--- src/rtl/tdc_pkg.sv ---
// Shared constants and FSM state encoding for the TDC tap-pattern path.
package tdc_pkg;

  localparam int N_TAPS = 195;
  localparam int IDX_W  = 8;
  localparam int HOLD_W = 8;

  typedef enum logic [1:0] {
    IDLE  = 2'd0,
    DRIVE = 2'd1,
    GAP   = 2'd2,
    FIN   = 2'd3
  } state_t;

endpackage

--- src/rtl/tap_decode.sv ---
// Combinational binary-index to tap-pattern decoder (one-hot or thermometer).
// Each bit is a plain compare of its own constant position against idx, so the
// block can be reused as the reference side of an encoder-loopback checker.
module tap_decode #(
  parameter int N_TAPS = tdc_pkg::N_TAPS,
  parameter int IDX_W  = tdc_pkg::IDX_W
) (
  input  logic [IDX_W-1:0]  idx,
  input  logic              thermo,
  output logic [N_TAPS-1:0] pattern
);

  // Per-bit compare: equality for one-hot, less-or-equal for thermometer (LSB0).
  for (genvar i = 0; i < N_TAPS; i++) begin : g_bit
    localparam logic [IDX_W-1:0] LP_POS = IDX_W'(i);
    assign pattern[i] = thermo ? (LP_POS <= idx) : (LP_POS == idx);
  end

endmodule

--- src/rtl/tap_pattern_gen.sv ---
// Tap-pattern sequencer: drives a registered one-hot/thermometer word onto the
// tap bus for a single index or a sweep of all indices, with programmable hold.
module tap_pattern_gen #(
  parameter int N_TAPS = tdc_pkg::N_TAPS,
  parameter int IDX_W  = tdc_pkg::IDX_W,
  parameter int HOLD_W = tdc_pkg::HOLD_W
) (
  input  logic              clk,
  input  logic              rst_n,
  input  logic              start,
  input  logic              abort,
  input  logic              thermo_sel,
  input  logic [HOLD_W-1:0] hold_cycles,
  input  logic [IDX_W-1:0]  idx_in,
  input  logic              idx_valid,
  output logic              idx_ready,
  output logic [N_TAPS-1:0] pattern_out,
  output logic              pattern_valid,
  output logic [IDX_W-1:0]  cur_index,
  output logic              busy,
  output logic              done,
  output logic              err_range
);

  import tdc_pkg::*;

  localparam logic [IDX_W-1:0] LP_MAX_IDX = IDX_W'(N_TAPS - 1);

  state_t              r_state;
  logic                r_run;
  logic                r_sweep;
  logic                r_thermo;
  logic [HOLD_W-1:0]   r_hold;
  logic [HOLD_W-1:0]   r_cnt;
  logic [IDX_W-1:0]    r_cur_index;
  logic [N_TAPS-1:0]   r_pattern;
  logic                r_pattern_valid;
  logic                r_busy;
  logic                r_done;
  logic                r_err;

  state_t              w_nxt_state;
  logic                w_nxt_sweep;
  logic                w_nxt_thermo;
  logic [HOLD_W-1:0]   w_nxt_hold;
  logic [HOLD_W-1:0]   w_nxt_cnt;
  logic [IDX_W-1:0]    w_nxt_index;
  logic                w_nxt_pv;
  logic                w_nxt_err;
  logic [N_TAPS-1:0]   w_dec_pattern;

  // r_run keeps idx_ready low while reset is held and until the first clock after release.
  assign idx_ready = r_run & (r_state == IDLE) & ~start & ~abort;

  // The decoder sees the index/mode of the coming cycle so its output can be registered.
  tap_decode #(
    .N_TAPS (N_TAPS),
    .IDX_W  (IDX_W)
  ) u_tap_decode (
    .idx     (w_nxt_index),
    .thermo  (w_nxt_thermo),
    .pattern (w_dec_pattern)
  );

  // Next-state, next-index and hold-counter logic; abort overrides any active state.
  always_comb begin
    w_nxt_state  = r_state;
    w_nxt_sweep  = r_sweep;
    w_nxt_thermo = r_thermo;
    w_nxt_hold   = r_hold;
    w_nxt_cnt    = r_cnt;
    w_nxt_index  = r_cur_index;
    w_nxt_pv     = 1'b0;
    w_nxt_err    = 1'b0;
    case (r_state)
      IDLE: begin
        if (start) begin
          w_nxt_state  = DRIVE;
          w_nxt_sweep  = 1'b1;
          w_nxt_index  = '0;
          w_nxt_thermo = thermo_sel;
          w_nxt_hold   = hold_cycles;
          w_nxt_cnt    = hold_cycles;
          w_nxt_pv     = 1'b1;
        end else if (idx_valid && idx_ready) begin
          if (idx_in > LP_MAX_IDX) begin
            w_nxt_err = 1'b1;
          end else begin
            w_nxt_state  = DRIVE;
            w_nxt_sweep  = 1'b0;
            w_nxt_index  = idx_in;
            w_nxt_thermo = thermo_sel;
            w_nxt_hold   = hold_cycles;
            w_nxt_cnt    = hold_cycles;
            w_nxt_pv     = 1'b1;
          end
        end
      end
      DRIVE: begin
        if (r_cnt == '0) begin
          w_nxt_state = GAP;
        end else begin
          w_nxt_cnt = r_cnt - HOLD_W'(1);
          w_nxt_pv  = 1'b1;
        end
      end
      GAP: begin
        if (r_sweep && (r_cur_index != LP_MAX_IDX)) begin
          w_nxt_state = DRIVE;
          w_nxt_index = r_cur_index + IDX_W'(1);
          w_nxt_cnt   = r_hold;
          w_nxt_pv    = 1'b1;
        end else begin
          w_nxt_state = FIN;
        end
      end
      FIN: begin
        w_nxt_state = IDLE;
      end
      default: begin
        w_nxt_state = IDLE;
      end
    endcase
    if (abort && (r_state != IDLE)) begin
      w_nxt_state = IDLE;
      w_nxt_index = r_cur_index;
      w_nxt_pv    = 1'b0;
    end
  end

  // State and registered outputs; everything clears asynchronously on reset.
  always_ff @(posedge clk or negedge rst_n) begin
    if (!rst_n) begin
      r_state         <= IDLE;
      r_run           <= 1'b0;
      r_sweep         <= 1'b0;
      r_thermo        <= 1'b0;
      r_hold          <= '0;
      r_cnt           <= '0;
      r_cur_index     <= '0;
      r_pattern       <= '0;
      r_pattern_valid <= 1'b0;
      r_busy          <= 1'b0;
      r_done          <= 1'b0;
      r_err           <= 1'b0;
    end else begin
      r_state         <= w_nxt_state;
      r_run           <= 1'b1;
      r_sweep         <= w_nxt_sweep;
      r_thermo        <= w_nxt_thermo;
      r_hold          <= w_nxt_hold;
      r_cnt           <= w_nxt_cnt;
      r_cur_index     <= w_nxt_index;
      r_pattern       <= w_nxt_pv ? w_dec_pattern : '0;
      r_pattern_valid <= w_nxt_pv;
      r_busy          <= (w_nxt_state != IDLE);
      r_done          <= (w_nxt_state == FIN);
      r_err           <= w_nxt_err;
    end
  end

  assign pattern_out   = r_pattern;
  assign pattern_valid = r_pattern_valid;
  assign cur_index     = r_cur_index;
  assign busy          = r_busy;
  assign done          = r_done;
  assign err_range     = r_err;

endmodule

--- config.mk ---
export PLATFORM = sky130hd
export DESIGN_NAME = tap_pattern_gen
export DESIGN_NICKNAME = d
export VERILOG_FILES = /design/src/rtl/tdc_pkg.sv /design/src/rtl/tap_decode.sv /design/src/rtl/tap_pattern_gen.sv
export SDC_FILE = /design/constraint.sdc
export NUM_CORES = 1
export LEC_CHECK = 0
export ABC_CLOCK_PERIOD_IN_PS = 4440
export BUFFER_PORTS_ARGS = -buffer_cell sky130_fd_sc_hd__buf_2
export CORE_ASPECT_RATIO = 1.75
export CORE_MARGIN = 4
export CORE_UTILIZATION = 56
export DETAILED_ROUTE_END_ITERATION = 6
export PLACE_DENSITY_LB_ADDON = 0.3
export SLEW_MARGIN = 20
export SYNTH_ARGS = -nofsm -noshare
export SYNTH_HDL_FRONTEND = slang
export SYNTH_HIERARCHICAL = 1
export SYNTH_SLANG_ARGS = --single-unit
--- constraint.sdc ---
create_clock -name clk -period 4.44 [get_ports clk]
set_clock_uncertainty 0.1 [all_clocks]
set_input_delay 1.11 -clock clk [delete_from_list [all_inputs] [get_ports clk]]
set_output_delay 1.11 -clock clk [all_outputs]
set_load 0.02 [all_outputs]
# After elaboration in Yosys (flattened, before gate mapping)

Index checks and enable logic that the tools add are counted.

Reduce and logical (&&, ||, !) cells: 12
Bitwise logic cells: 5
$add $sub $neg: 2
$lt $le $gt $ge: 196
Eq/ne operators: 204
Multiplexer cells: 233

Operators by type and width:

| operator                                           | count |
|---|---|
| == test 8 bit, first input constant                | 67 |
| <= comparator 8 bit, first input constant          | 67 |
| == test 7 x 8 -> 1 bit, first input constant       | 64 |
| <= comparator 7 x 8 -> 1 bit, first input constant | 64 |
| == test 6 x 8 -> 1 bit, first input constant       | 32 |
| <= comparator 6 x 8 -> 1 bit, first input constant | 32 |
| 2-to-1 mux 1 bit                                   | 212 |
| 2-to-1 mux 195 bit                                 | 1 |
| == test 5 x 8 -> 1 bit, first input constant       | 16 |
| <= comparator 5 x 8 -> 1 bit, first input constant | 16 |
| 2-to-1 mux 8 bit                                   | 10 |
| == test 4 x 8 -> 1 bit, first input constant       | 8 |
| <= comparator 4 x 8 -> 1 bit, first input constant | 8 |
| == test 3 x 8 -> 1 bit, first input constant       | 4 |
| <= comparator 3 x 8 -> 1 bit, first input constant | 4 |
| one-hot mux 8 bit (3 select lines)                 | 1 |
| == test 2 x 8 -> 1 bit, first input constant       | 2 |
| <= comparator 1 x 8 -> 1 bit, first input constant | 2 |
| <= comparator 2 x 8 -> 1 bit, first input constant | 2 |
| logical NOT 8 bit                                  | 2 |
| one-hot mux 8 bit (2 select lines)                 | 1 |
| 2-to-1 mux 2 bit                                   | 6 |
| adder 8 x 1 -> 8 bit, second input constant        | 1 |
| == test 1 x 8 -> 1 bit, first input constant       | 1 |
| other kinds (18)                                   | 29 |

Output and inout port bits: 208
Input port bits: 22
Logic and storage cells: 664
Bits in registers: 228

# Depth between registers and ports, before layout

Depth after elaboration: 12
Depth in mapped cells: 17
Depth with buffers taken out: 12

# By module

The synthesis kept the hierarchy.

Modules (own cells, without submodules):

| module          | times used | cells an instance | sequential area each (um^2) | area an instance (um^2) |
|---|---|---|---|---|
| tap_pattern_gen | 1          | 832               | 5,705.5                     | 8,525.7 |
| tap_decode      | 1          | 556               | 0.0                         | 3,328.2 |

# Worst setup path before layout

Ideal clock, no wire load.

Kind: input to register
Start: input abort
End: register r_pattern[132], in the netlist pattern_out[132]
Data required time: 4.269 ns
Buffers on the path: 0
Slack: 0.392 ns
Stages: 10
Arrival time: 3.876 ns
Setup time: 0.071 ns
Cell sequence: and4bb_2 nand2_1 nor2_1 mux2_2 a221o_1 or4b_1 or4_1 a21boi_0 nand2_1 nor2_1

Longest elaborated chain between the ends: 10
Elaborated cells on any way between the ends: 19
Those cells by class: 1 x order compare; 1 x eq/ne; 13 x mux; 2 x bitwise; 2 x reduce/logical

Ends and longest elaborated chain:

| element                                              | line                   | text |
|---|---|---|
| start, declared                                      | tap_pattern_gen.sv:11  | `input logic abort,` |
| inverter 1 bit                                       | tap_pattern_gen.sv:53  | `assign idx_ready = r_run & (r_state == IDLE) & ~start & ~abort;` |
| AND 1 bit                                            | tap_pattern_gen.sv:53  |  |
| logical AND 1 bit                                    | tap_pattern_gen.sv:85  | `end else if (idx_valid && idx_ready) begin` |
| 2-to-1 mux 8 bit                                     | tap_pattern_gen.sv:85  |  |
| 2-to-1 mux 8 bit                                     | tap_pattern_gen.sv:77  | `if (start) begin` |
| one-hot mux 8 bit (2 select lines)                   | tap_pattern_gen.sv:75  | `case (r_state)` |
| 2-to-1 mux 8 bit *                                   | tap_pattern_gen.sv:124 | `if (abort && (r_state != IDLE)) begin` |
| net w_nxt_index[3]                                   | tap_pattern_gen.sv:47  | `logic [IDX_W-1:0] w_nxt_index;` |
| <= comparator 8 bit or == test 8 bit (tied branches) | tap_decode.sv:16       | `assign pattern[i] = thermo ? (LP_POS <= idx) : (LP_POS == idx);` |
| 2-to-1 mux 1 bit *                                   | tap_decode.sv:16       |  |
| net w_dec_pattern[132]                               | tap_pattern_gen.sv:50  | `logic [N_TAPS-1:0] w_dec_pattern;` |
| 2-to-1 mux 195 bit *                                 | tap_pattern_gen.sv:154 | `r_pattern <= w_nxt_pv ? w_dec_pattern : '0;` |
| end signal, assigned                                 | tap_pattern_gen.sv:154 |  |
| end, declared                                        | tap_pattern_gen.sv:36  | `logic [N_TAPS-1:0] r_pattern;` |

Mark *: on every way through the listed nets, which the timed path passes. The rest lies on a longest branch.
A chain may end at the register's enable or synchronous reset.

# Worst setup path after layout

Start: register r_cur_index[1], in the netlist cur_index[1]
End: register r_pattern[131], in the netlist pattern_out[131]

Longest elaborated chain between the ends: 8
Elaborated cells on any way between the ends: 16
Those cells by class: 1 x add/sub; 1 x order compare; 2 x eq/ne; 11 x mux; 1 x reduce/logical

Ends and longest elaborated chain:

| element                                              | line                   | text |
|---|---|---|
| start, declared                                      | tap_pattern_gen.sv:35  | `logic [IDX_W-1:0] r_cur_index;` |
| start signal, assigned                               | tap_pattern_gen.sv:153 | `r_cur_index <= w_nxt_index;` |
| != test 8 bit *                                      | tap_pattern_gen.sv:108 | `if (r_sweep && (r_cur_index != LP_MAX_IDX)) begin` |
| logical AND 1 bit *                                  | tap_pattern_gen.sv:108 |  |
| 2-to-1 mux 8 bit *                                   | tap_pattern_gen.sv:108 |  |
| one-hot mux 8 bit (2 select lines) *                 | tap_pattern_gen.sv:75  |  |
| 2-to-1 mux 8 bit *                                   | tap_pattern_gen.sv:124 |  |
| net w_nxt_index[0]                                   | tap_pattern_gen.sv:47  |  |
| <= comparator 8 bit or == test 8 bit (tied branches) | tap_decode.sv:16       |  |
| 2-to-1 mux 1 bit *                                   | tap_decode.sv:16       |  |
| net w_dec_pattern[131]                               | tap_pattern_gen.sv:50  |  |
| 2-to-1 mux 195 bit *                                 | tap_pattern_gen.sv:154 |  |

Marked as above.

==> flow_metrics.env <==
export IMPL_outcome="complete, no violations"
export IMPL_ant_nets=0
export IMPL_cts_sinks=228
export IMPL_num_rows=70
export IMPL_layout_drive_gt1_share=0.252
export IMPL_dp_hpwl_mm=30.9
export IMPL_syn_nets=1419
export IMPL_grt_pass1_vias=11400
export IMPL_grtUsageTotal=0.364
export IMPL_postCtsSetupBuffers=0
export IMPL_wl_mm=44.1
export IMPL_dieHeight_um=200
export IMPL_hold_violations=0
export IMPL_cts_root_buf="clkbuf_16"
export IMPL_start_util=0.569
export IMPL_finalCriticalPeriod_ns=4.20
export IMPL_synth_top_cell_area_share=0.481
export IMPL_syn_to_final_growth_pct=20.0
export IMPL_period_share=0.947
export IMPL_grt_pass1_wl_mm=67.2
export IMPL_cp_start_kind="register"
export IMPL_area_sequential_mm2=0.00571
export IMPL_seq_area_frac_synth=0.481
export IMPL_cts_tree="yes"
export IMPL_synth_area_leaders="dfrtp_1 48%, nand2_1 7.8%, nor2_1 7.8%, o21ai_0 3.5%, a21oi_1 2.9%"
export IMPL_drt_iter0_markers=1379
export IMPL_fin_nets=1625
export IMPL_clkSlewWorstSetupHoldPaths_ns=0.07
export IMPL_insertion_delay_ns=0.51
export IMPL_synth_edf_count=0
export IMPL_htreeDepth=1
export IMPL_cp_arrival_ns=4.53
export IMPL_rsz0062_at_grt="no"
export IMPL_ir_drop_mv=0.622
export IMPL_slew_headroom=0.348
export IMPL_yosys_area_top_type="dfrtp_1"
export IMPL_multi_input_area_mm2=0.00548
export IMPL_io_pins=230
export IMPL_die_area_mm2=0.0237
export IMPL_finalInstanceArea_mm2=0.0142
export IMPL_fillers=1761
export IMPL_max_cap_violations=0
export IMPL_dpl_cell_area_mm2=0.0135
export IMPL_num_antenna_cells=0
export IMPL_clk_path_buf_depth=3
export IMPL_worstMarginPinSlew_ns=0.975
export IMPL_grt_start_max_net_pins=127
export IMPL_setup_viol=0
export IMPL_critical_path_class="reg -> reg"
export IMPL_via_per_inst=6.30
export IMPL_drc=0
export IMPL_io_buffers=229
export IMPL_drv_slew=0
export IMPL_vias=11700
export IMPL_synthFlopType="dfrtp_1"
export IMPL_synth_cells=1388
export IMPL_p_leak_nw=7.22
export IMPL_p_per_area_mw_per_mm2=473
export IMPL_die_w_um=118
export IMPL_synthArstFlopShare=1.00
export IMPL_grt_overflow=0
export IMPL_final_cells=1857
export IMPL_yosysUniqueCellTypes=81
export IMPL_finalSetupTns_ns=0
export IMPL_postCtsHoldBufs=0
export IMPL_placed_cells=1823
export IMPL_dr_pass1_iters=6
export IMPL_place_congestion=1.04
export IMPL_worstPathMaxFanout=15
export IMPL_cts_resized=0
export IMPL_fmaxAchievable_ghz=0.238
export IMPL_cts_buffers=21
export IMPL_ys_ff_latch=228
export IMPL_required_ns=4.77
export IMPL_hold_class="in -> async"
export IMPL_end_kind="register"
export IMPL_synth_warnings=6
export IMPL_synthesis_area_mm2=0.0119
export IMPL_syn_avg_cell_area_um2=8.54
export IMPL_wire_per_inst_um=23.7
export IMPL_core_mm2=0.0208
export IMPL_antenna_found_initial=0
==> report_power, final <==
part           internal (mW)  switching [mW]
clock                   1.06           0.797
sequential              2.30           0.137
combinational          0.716            1.72
total                   4.07            2.65
==> cell usage after synthesis, types with 10 or more instances <==
library cell and n:
nand2_1 246, o22ai_1 49, dfrtp_1 228, nor2_1 246, o211ai_1 10, buf_2 49, inv_1 17, or3_1 19
or2_2 10, o221ai_1 19, clkbuf_1 66, a21oi_1 69, a22oi_1 10, o21ai_0 84, o31ai_1 12, nand3_1 19
mux2_2 12, nor3_1 15
==> path summary, 6_finish.rpt <==
| kind | startpoint | to | slack [ns] | cells past startpoint |
|---|---|---|---|---|
| worst max-delay path | cur_index[1]$_DFF_PN0_ | pattern_out[131]$_DFF_PN0_ | 0.24 | 11 |
| worst min register to register | r_hold[3]$_DFFE_PN0P_ | r_hold[3]$_DFFE_PN0P_ | 0.41 | 1 |
| max in group asynchronous | rst_n | pattern_out[8]$_DFF_PN0_ | 3.08 | 2 |
| min in group clk | r_hold[3]$_DFFE_PN0P_ | r_hold[3]$_DFFE_PN0P_ | 0.41 | 1 |
| worst min-delay path | rst_n | pattern_out[140]$_DFF_PN0_ | 0.33 | 1 |
| worst max register to register | cur_index[1]$_DFF_PN0_ | pattern_out[131]$_DFF_PN0_ | 0.24 | 11 |
==> area by class of cell <==
class                           instances  area share
Timing Repair Buffer                  320       0.139
Sequential cell                       228       0.401
Multi-Input combinational cell       1005       0.385
Tap cell                              252      0.0222
Clock buffer                           24      0.0384
Inverter                               18     0.00475
Clock inverter                         10     0.00985
==> cell families (layout without fill, tap and decap cells) <==
group | after synthesis | count (layout) | share of synthesized area
xor+xnor | 4 | 4 | 0.00296
other cells | 1 | 1 | 0.000316
flops | 228 | 228 | 0.481
simple gates | 634 | 634 | 0.242
buf+inv | 155 | 372 | 0.0611
fa+ha+maj | 9 | 9 | 0.00950
mux | 21 | 21 | 0.0190
compound gates | 336 | 336 | 0.184
==> sequential cells by signal, summed over array words and instances, names as in the netlist, 2 cells and up <==
signal,flops
r_state,2
r_cnt,8
r_hold,8
cur_index,8
pattern_out,195
==> routing by layer <==
metal,vias up,wire (µm),global-route usage,share of wire
li1,5192,-,-,-
met1,5584,14500,0.400,0.33
met2,703,21800,0.625,0.49
met3,223,3560,0.0581,0.081
met4,0,4260,0.282,0.097
met5,-,0,0,0
==> cells in the final DEF (no fill, tap or decap), types with 10 or more instances in the layout <==
master	Yosys	final
nand2_1	246	246
nor2_1	246	245
or2_2	10	10
mux2_2	12	12
buf_12	0	11
a22oi_1	10	10
nand3_1	19	19
buf_2	49	228
o21ai_0	84	82
or3_1	19	19
clkbuf_16	0	21
o211ai_1	10	10
dfrtp_1	228	228
buf_4	9	80
nor3_1	15	15
o221ai_1	19	19
o31ai_1	12	12
inv_1	17	17
o22ai_1	49	49
a21oi_1	69	69
==> worst max-delay path, cell delays in order (launching register included) <==
cell      delay, ns
dfrtp_1        0.49
ha_1           0.19
or4b_4         0.48
o32a_1         0.50
nand3b_1       0.20
a221o_1        0.72
and2_1         0.27
buf_4          0.13
nand3_1        0.19
o21ai_0        0.59
nand2_1        0.10
nor2_1         0.15
==> through the flow <==
stage	utilization	hold slack [ns]	total power [mW]	setup slack, ns
2_1_floorplan	-	0.380	4.07	0.392
3_3_place_gp	0.650	0.392	4.84	0.0892
3_5_place_dp	0.650	0.395	4.85	0.0614
4_1_cts	0.683	0.329	6.71	0.373
5_1_grt	0.683	0.339	7.03	0.0843
6_report	0.683	0.331	6.73	0.236
(Power assumes the default switching activity.)
